**config.mk**
```make
export PLATFORM = sky130hd
export DESIGN_NAME = mdu_ctrl
export DESIGN_NICKNAME = d
export VERILOG_FILES = /design/src/rtl/mdu_pkg.sv /design/src/rtl/mdu_shift_add.sv /design/src/rtl/mdu_ctrl.sv
export SDC_FILE = /design/constraint.sdc
export NUM_CORES = 1
export LEC_CHECK = 0
export CORE_MARGIN = 4
export CORE_UTILIZATION = 54
export CTS_BUF_LIST = sky130_fd_sc_hd__clkbuf_16
export DETAILED_ROUTE_END_ITERATION = 16
export HOLD_SLACK_MARGIN = 0.1
export PLACE_DENSITY = 0.89
export SETUP_SLACK_MARGIN = 0.1
export SLEW_MARGIN = 0
export SYNTH_ARGS = -nofsm -noshare
export SYNTH_HDL_FRONTEND = slang
export SYNTH_SLANG_ARGS = --single-unit
```
**constraint.sdc**
```tcl
create_clock -name clk -period 3.42 [get_ports clk]
set_clock_uncertainty 0.05 [all_clocks]
set_input_delay 0.855 -clock clk [delete_from_list [all_inputs] [get_ports clk]]
set_output_delay 0.855 -clock clk [all_outputs]
set_load 0.01 [all_outputs]
```
**src/rtl/mdu_pkg.sv**
```systemverilog
// rtl/mdu_pkg.sv - shared types and constants for the HI/LO multiply unit
package mdu_pkg;

  localparam int MDU_WIDTH = 32;

  typedef enum logic [1:0] {
    S_IDLE = 2'b00,
    S_RUN  = 2'b01
  } mdu_state_t;

  // Iteration counter needs to hold WIDTH-1; keep at least one bit for tiny widths.
  function automatic int cnt_width(input int w);
    return (w > 1) ? $clog2(w) : 1;
  endfunction

endpackage

```
**src/rtl/mdu_shift_add.sv**
```systemverilog
// rtl/mdu_shift_add.sv - one radix-2 shift-add multiply iteration
module mdu_shift_add #(
  parameter int WIDTH = 32
) (
  input  logic [WIDTH-1:0] acc,
  input  logic [WIDTH-1:0] mplier,
  input  logic [WIDTH-1:0] mcand,
  output logic [WIDTH-1:0] acc_next,
  output logic [WIDTH-1:0] mplier_next
);

  logic [WIDTH:0] sum;

  always_comb begin
    sum = {1'b0, acc};
    if (mplier[0]) begin
      sum = {1'b0, acc} + {1'b0, mcand};
    end
    // {carry, acc, mplier} >> 1: the low sum bit moves into the multiplier's top bit
    acc_next    = sum[WIDTH:1];
    mplier_next = {sum[0], mplier[WIDTH-1:1]};
  end

endmodule

```
**src/rtl/mdu_ctrl.sv**
```systemverilog
// rtl/mdu_ctrl.sv - MULTU sequencer owning HI/LO, with hazard stall generation
module mdu_ctrl
  import mdu_pkg::*;
#(
  parameter int WIDTH = MDU_WIDTH
) (
  input  logic             clk,
  input  logic             rst,
  input  logic             start,
  input  logic [WIDTH-1:0] a,
  input  logic [WIDTH-1:0] b,
  input  logic             rd_req,
  output logic             busy,
  output logic             stall,
  output logic             done,
  output logic [WIDTH-1:0] hi,
  output logic [WIDTH-1:0] lo
);

  localparam int CNT_W = cnt_width(WIDTH);

  mdu_state_t       state;
  logic [CNT_W-1:0] cnt;
  logic [WIDTH-1:0] acc;
  logic [WIDTH-1:0] mcand;
  logic [WIDTH-1:0] mplier;
  logic [WIDTH-1:0] acc_next;
  logic [WIDTH-1:0] mplier_next;

  mdu_shift_add #(.WIDTH(WIDTH)) u_shift_add (
    .acc         (acc),
    .mplier      (mplier),
    .mcand       (mcand),
    .acc_next    (acc_next),
    .mplier_next (mplier_next)
  );

  assign busy  = (state == S_RUN);
  // A start or read arriving mid-multiply must wait; the done cycle is already IDLE.
  assign stall = busy & (rd_req | start);

  always_ff @(posedge clk) begin
    if (rst) begin
      state  <= S_IDLE;
      cnt    <= '0;
      acc    <= '0;
      mcand  <= '0;
      mplier <= '0;
      hi     <= '0;
      lo     <= '0;
      done   <= 1'b0;
    end else begin
      done <= 1'b0;
      case (state)
        S_IDLE: begin
          if (start) begin
            mcand  <= a;
            mplier <= b;
            acc    <= '0;
            cnt    <= CNT_W'(WIDTH - 1);
            state  <= S_RUN;
          end
        end
        S_RUN: begin
          acc    <= acc_next;
          mplier <= mplier_next;
          cnt    <= cnt - CNT_W'(1);
          // HI/LO only ever receive the finished product.
          if (cnt == '0) begin
            hi    <= acc_next;
            lo    <= mplier_next;
            done  <= 1'b1;
            state <= S_IDLE;
          end
        end
        default: state <= S_IDLE;
      endcase
    end
  end

endmodule

```
[Yosys cells after proc, flatten, opt, wreduce, memory -nomap -nowiden]
Cells that the tools add are included.
Storage, ports and cells
  register bits: 168
  output and inout bits: 67
  word-level logic and storage cells: 35
Cells by class
  add/sub/neg operators: 2
  eq/ne operators: 3
  mux-type cells: 11
  bitwise logic cells: 3
  reduce and logical (&&, ||, !) cells: 8
Operators with widths (number)
  32-bit one-hot mux with 2 select lines: 2
  32-bit two-way mux: 2
  32-bit by 32-bit adder with 33-bit output: 1
  33-bit two-way mux: 1
  5-bit one-hot mux with 2 select lines: 1
  2-bit AND reduction: 4
  5-bit zero test: 1
  5-bit two-way mux: 1
  5-bit by 1-bit subtractor with 5-bit output (second input constant): 1
  2-bit two-way mux: 2
  2-bit one-hot mux with 2 select lines: 1
  2-bit by 1-bit == test with 1-bit output (second input constant): 1
  2-bit zero test: 1
  2-bit by 1-bit inequality test with 1-bit output (second input constant): 1
  2-bit inequality test (second input constant): 1
  2-bit nonzero test: 1
  2-bit OR reduction: 1
  1-bit bitwise AND: 1
  1-bit two-way mux: 1
  1-bit NOT: 1
  1-bit bitwise OR: 1

[Depth between registers and ports, before layout]
Gate-level depths: netlist (run 1).
  depth after elaboration: 3
  mapped depth: 10
  mapped depth without buffers: 10

[Modules after synthesis]
A second synthesis (run 1) with hierarchy kept.
Second synthesis, totals
  cells, all modules: 1059
  area total of the unflattened synthesis: 9402.8 um2
Modules (own cells, without submodules)
  mdu_ctrl: instances 1, cells an instance 732, area an instance 7021.7 um2
  mdu_shift_add: instances 1, cells an instance 327, area an instance 2381.0 um2

[Least setup slack after synthesis (run 1)]
OpenSTA, ideal clock, no wires.
  path kind: in2out
  start: input port start
  end: output port stall
  arrival time: 1932 ps
  data required time: 2515 ps
  slack: 583 ps
  stages: 4
  path buffers: 3
  cell sequence: clkbuf_1 > clkbuf_1 > clkbuf_1 > o21a_1
On the way
  longest elaborated chain between the ends: 2
Ends and longest elaborated chain
  start: declaration: line mdu_ctrl.sv:9  | input logic start,
  1-bit bitwise OR: line mdu_ctrl.sv:40  | assign stall = busy & (rd_req | start);
  1-bit bitwise AND: line mdu_ctrl.sv:40
  end: declaration: line mdu_ctrl.sv:14  | output logic stall,
Every way passes these cells.

[Worst setup path after layout (run 1)]
  start: register acc[0]
  end: register acc[25]
On the way
  longest elaborated chain between the ends: 3
Ends and longest elaborated chain
  start: declaration: line mdu_ctrl.sv:24  | logic [WIDTH-1:0] acc;
  start signal: assignment: line mdu_ctrl.sv:65  | acc <= acc_next;
  32-bit by 32-bit adder with 33-bit output: line mdu_shift_add.sv:17  | sum = {1'b0, acc} + {1'b0, mcand};
  33-bit two-way mux: line mdu_shift_add.sv:16  | if (mplier[0]) begin
  32-bit one-hot mux with 2 select lines: line mdu_ctrl.sv:54  | case (state)
Every way passes these cells.
A chain may end at the register's enable or synchronous reset.

==> flow_metrics.tcl, run 1 <==
set metrics [dict create \
    drc 0 \
    cts.repair.resized 0 \
    num_antenna_cells 0 \
    drt-total-wl_um 21300 \
    synth_mux_area_share_pct 6.80 \
    grt_pass1_wl_um 35000 \
    ys.flop_type "dfxtp_1" \
    cts_max_level 4 \
    rsz0062_at_grt "no" \
    yosys_warnings 0 \
    start_kind "flop" \
    status "complete, no violations" \
    ys_ff_latch 167 \
    dieArea_sq_um 17800 \
    grtUsageTotal_pct 23.7 \
    antenna_found_initial 0 \
    path_class "reg -> reg" \
    die_w_um 133 \
    syn_area_per_cell_sq_um 8.18 \
    grt_pass1_vias 7331 \
    hp-start "lo[27]" \
    ys_types 65 \
    coreArea_sq_um 15300 \
    max_slew.worst_pin.slew_ns 0.776 \
    synth_edf_count 0 \
    fin_crit_sh_pct 85.6 \
    slew_violations 0 \
    synth_seq_area_share_pct 39.3 \
    seq_area_sq_um 3350 \
    die_y_um 133 \
    num_vias 7580 \
    slew_headroom_pct 48.2 \
    r2r-start "acc[0]" \
    worstPathArrival_ns 3.20 \
    first_iter_violations 636 \
    grt_max_degree 82 \
    setup_viol 0 \
    irDropWorstVdd_v 0.000402 \
    required_ns 3.69 \
    synthSimpleGateAreaFrac_pct 19.6 \
    multi_input_area_sq_um 4680 \
    cts_buffers 17 \
    ant_nets 0 \
    critPathMaxFanout 3 \
    tns_ns 0 \
    r2r_setup_slack_ns 0.49 \
    clock_sinks 167 \
    fmax_ghz 0.342 \
    hold_buffers 0 \
    io_pins 135 \
    initial_core_util_pct 55.5 \
    hpwl_um 14700 \
    post_cts_buffers 0 \
    overflow 0 \
    worstSetupEndpointType "flop" \
    synthXorXnorAreaFrac_pct 2.78 \
    syn_to_final_growth_pct 21.8 \
    synthCells 1039 \
    drt-wirelength-per-cell_um 15.8 \
    drive_gt1_share_pct 7.46 \
    yosys.area_share.adder_pct 5.24 \
    clock_insertion_delay_worst_skew_ns 0.43 \
    p_leak_nw 3.98 \
    async_flop_share_pct 0 \
    portBuffers 134 \
    row_count 45 \
    viasPerCell 5.61 \
    hold_path_class "reg -> reg" \
    clkTransAtPathRegs_ns 0.07 \
    cts-root-buf "clkbuf_16" \
    tritoncts "done" \
    mostFrequentLayoutCells "181 x nand2_1, 165 x dfxtp_1, 161 x a21oi_1" \
    drv_cap 0 \
    synth_top_family_by_area "compound AO/OA/AOI/OAI gates" \
    final_common_cell "nand2_1" \
    hold_violations 0 \
    crit_start "acc[0]" \
    p_per_area_nw_per_um2 440 \
    gp_congestion 0.984 \
    cts_buffer_depth 2 \
    synth-compound-area-share_pct 20.5 \
    syn_nets 1142 \
    min_period_ns 2.93 \
    netlist_area_sq_um 8500 \
    fillers 1235 \
    fin_hold_ws_ns 0.403 \
    fin_nets 1229 \
    dr.pass1.iters 6 \
]
==> worst max-delay path, cell delays in order (launching register included) <==
cell and delay (ns):
dfxtp_1 0.33, ha_1 0.24, fa_1 0.43, a211oi_1 0.26, o211ai_1 0.20, nand3_1 0.17
nand2_1 0.10, a311oi_2 0.42, nand4_1 0.15, o311a_1 0.18, a311oi_1 0.28
==> final cells by class <==
| type | count | area share, % |
|---|---|---|
| inverters | 10 | 0.363 |
| flip-flops and latches | 167 | 32.3 |
| repair buffers | 148 | 14.0 |
| clock buffers | 17 | 4.11 |
| multi-input cells | 782 | 45.2 |
| clock inverters | 15 | 1.45 |
| well taps | 211 | 2.55 |
==> layer usage <==
metal | routed length, um | vias to the layer above | track usage [%]
li1 | - | 3785 | -
met1 | 9500 | 3573 | 29.3
met2 | 10500 | 190 | 41.6
met3 | 1010 | 32 | 4.98
met4 | 372 | 0 | 7.20
met5 | 0 | - | 0
==> per-stage QoR <==
step                power, mW  setup WS (ns)  instances  util (%)  area [sq um]
global placement         2.67          0.571       1318      63.8          9780
detailed placement       2.69          0.574       1318      63.8          9780
finish                   4.55          0.493       1350      67.6         10400
global route             4.72          0.325       1350      67.6         10400
CTS                      4.57          0.548       1350      67.6         10400
floorplan                2.49          0.583       1039         -          8500
==> cell families after synthesis <==
family	after synthesis
DFF	167
buffers and inverters	90
and+or+nand+nor	386
xor gates and xnor gates	27
muxes	56
AOI/OAI and AO/OA	278
adders and majority gates	35
==> sequential cells by signal, indices dropped and copies added (netlist names) <==
signal / cells
acc: 32
hi: 32
lo: 32
mcand: 32
mplier: 32
cnt: 5
done: 1
state: 1
==> synth_stat cells, types with 3 or more instances <==
master    count  area share, %
buf_1         4           0.18
nand3_1       8           0.47
a211oi_1     19            1.7
nand2_1     181            8.0
dfxtp_1     167             39
buf_6         6           0.79
xor2_1        8           0.82
a211oi_2      4           0.59
nand3b_1      7           0.62
mux2i_1      42            4.9
clkbuf_1     54            2.4
nor3b_1      16            1.4
and2_1        3           0.22
o21ai_0      28            1.6
o21a_1        5           0.44
xnor2_1      19            2.0
o211ai_1      4           0.35
nor2b_1       5           0.37
a21o_2        3           0.31
nand4_1      12           0.88
nand2b_1      6           0.44
ha_1         34            5.0
a311oi_1      5           0.52
inv_1        10           0.44
a31oi_1       6           0.44
a21oi_1     161            9.5
a21o_1       17            1.5
clkbuf_8      7            1.1
nor3_1       18            1.1
nor2_1      121            5.3
mux2_2       14            1.9
==> report_power, final <==
part / switching [mW] / total (mW) / internal (mW) / leakage [nW]
Clock: 0.818 / 1.90 / 1.08 / 0.287
Sequential: 0.0753 / 2.10 / 2.02 / 1.36
Combinational: 0.304 / 0.555 / 0.251 / 2.34
Total: 1.20 / 4.55 / 3.35 / 3.98
==> worst paths after layout <==
| kind | endpoint | cells past startpoint |
|---|---|---|
| max | acc[25] | 10 |
| min | lo[27] | 2 |
| max reg2reg | acc[25] | 10 |
| min reg2reg | lo[27] | 2 |
Note: power is estimated with default switching activity, not from simulation.
==> run 2: changes to the inputs <==
--- a/config.mk
+++ b/config.mk
@@ -5,6 +5,7 @@
 export SDC_FILE = /design/constraint.sdc
 export NUM_CORES = 1
 export LEC_CHECK = 0
+export CAP_MARGIN = 20
 export CORE_MARGIN = 4
 export CORE_UTILIZATION = 54
 export CTS_BUF_LIST = sky130_fd_sc_hd__clkbuf_16
==> results of run 2 <==
Same layout as run 1: the final DEF is identical, and so are final timing and power.
==> run 3: changes to the inputs <==
--- a/config.mk
+++ b/config.mk
@@ -13,6 +13,7 @@
 export HOLD_SLACK_MARGIN = 0.1
 export PLACE_DENSITY = 0.89
 export SETUP_SLACK_MARGIN = 0.1
+export SKIP_CTS_REPAIR_TIMING = 1
 export SLEW_MARGIN = 0
 export SYNTH_ARGS = -nofsm -noshare
 export SYNTH_HDL_FRONTEND = slang
==> results of run 3 <==
Same layout as run 1: the final DEF is identical, and so are final timing and power.
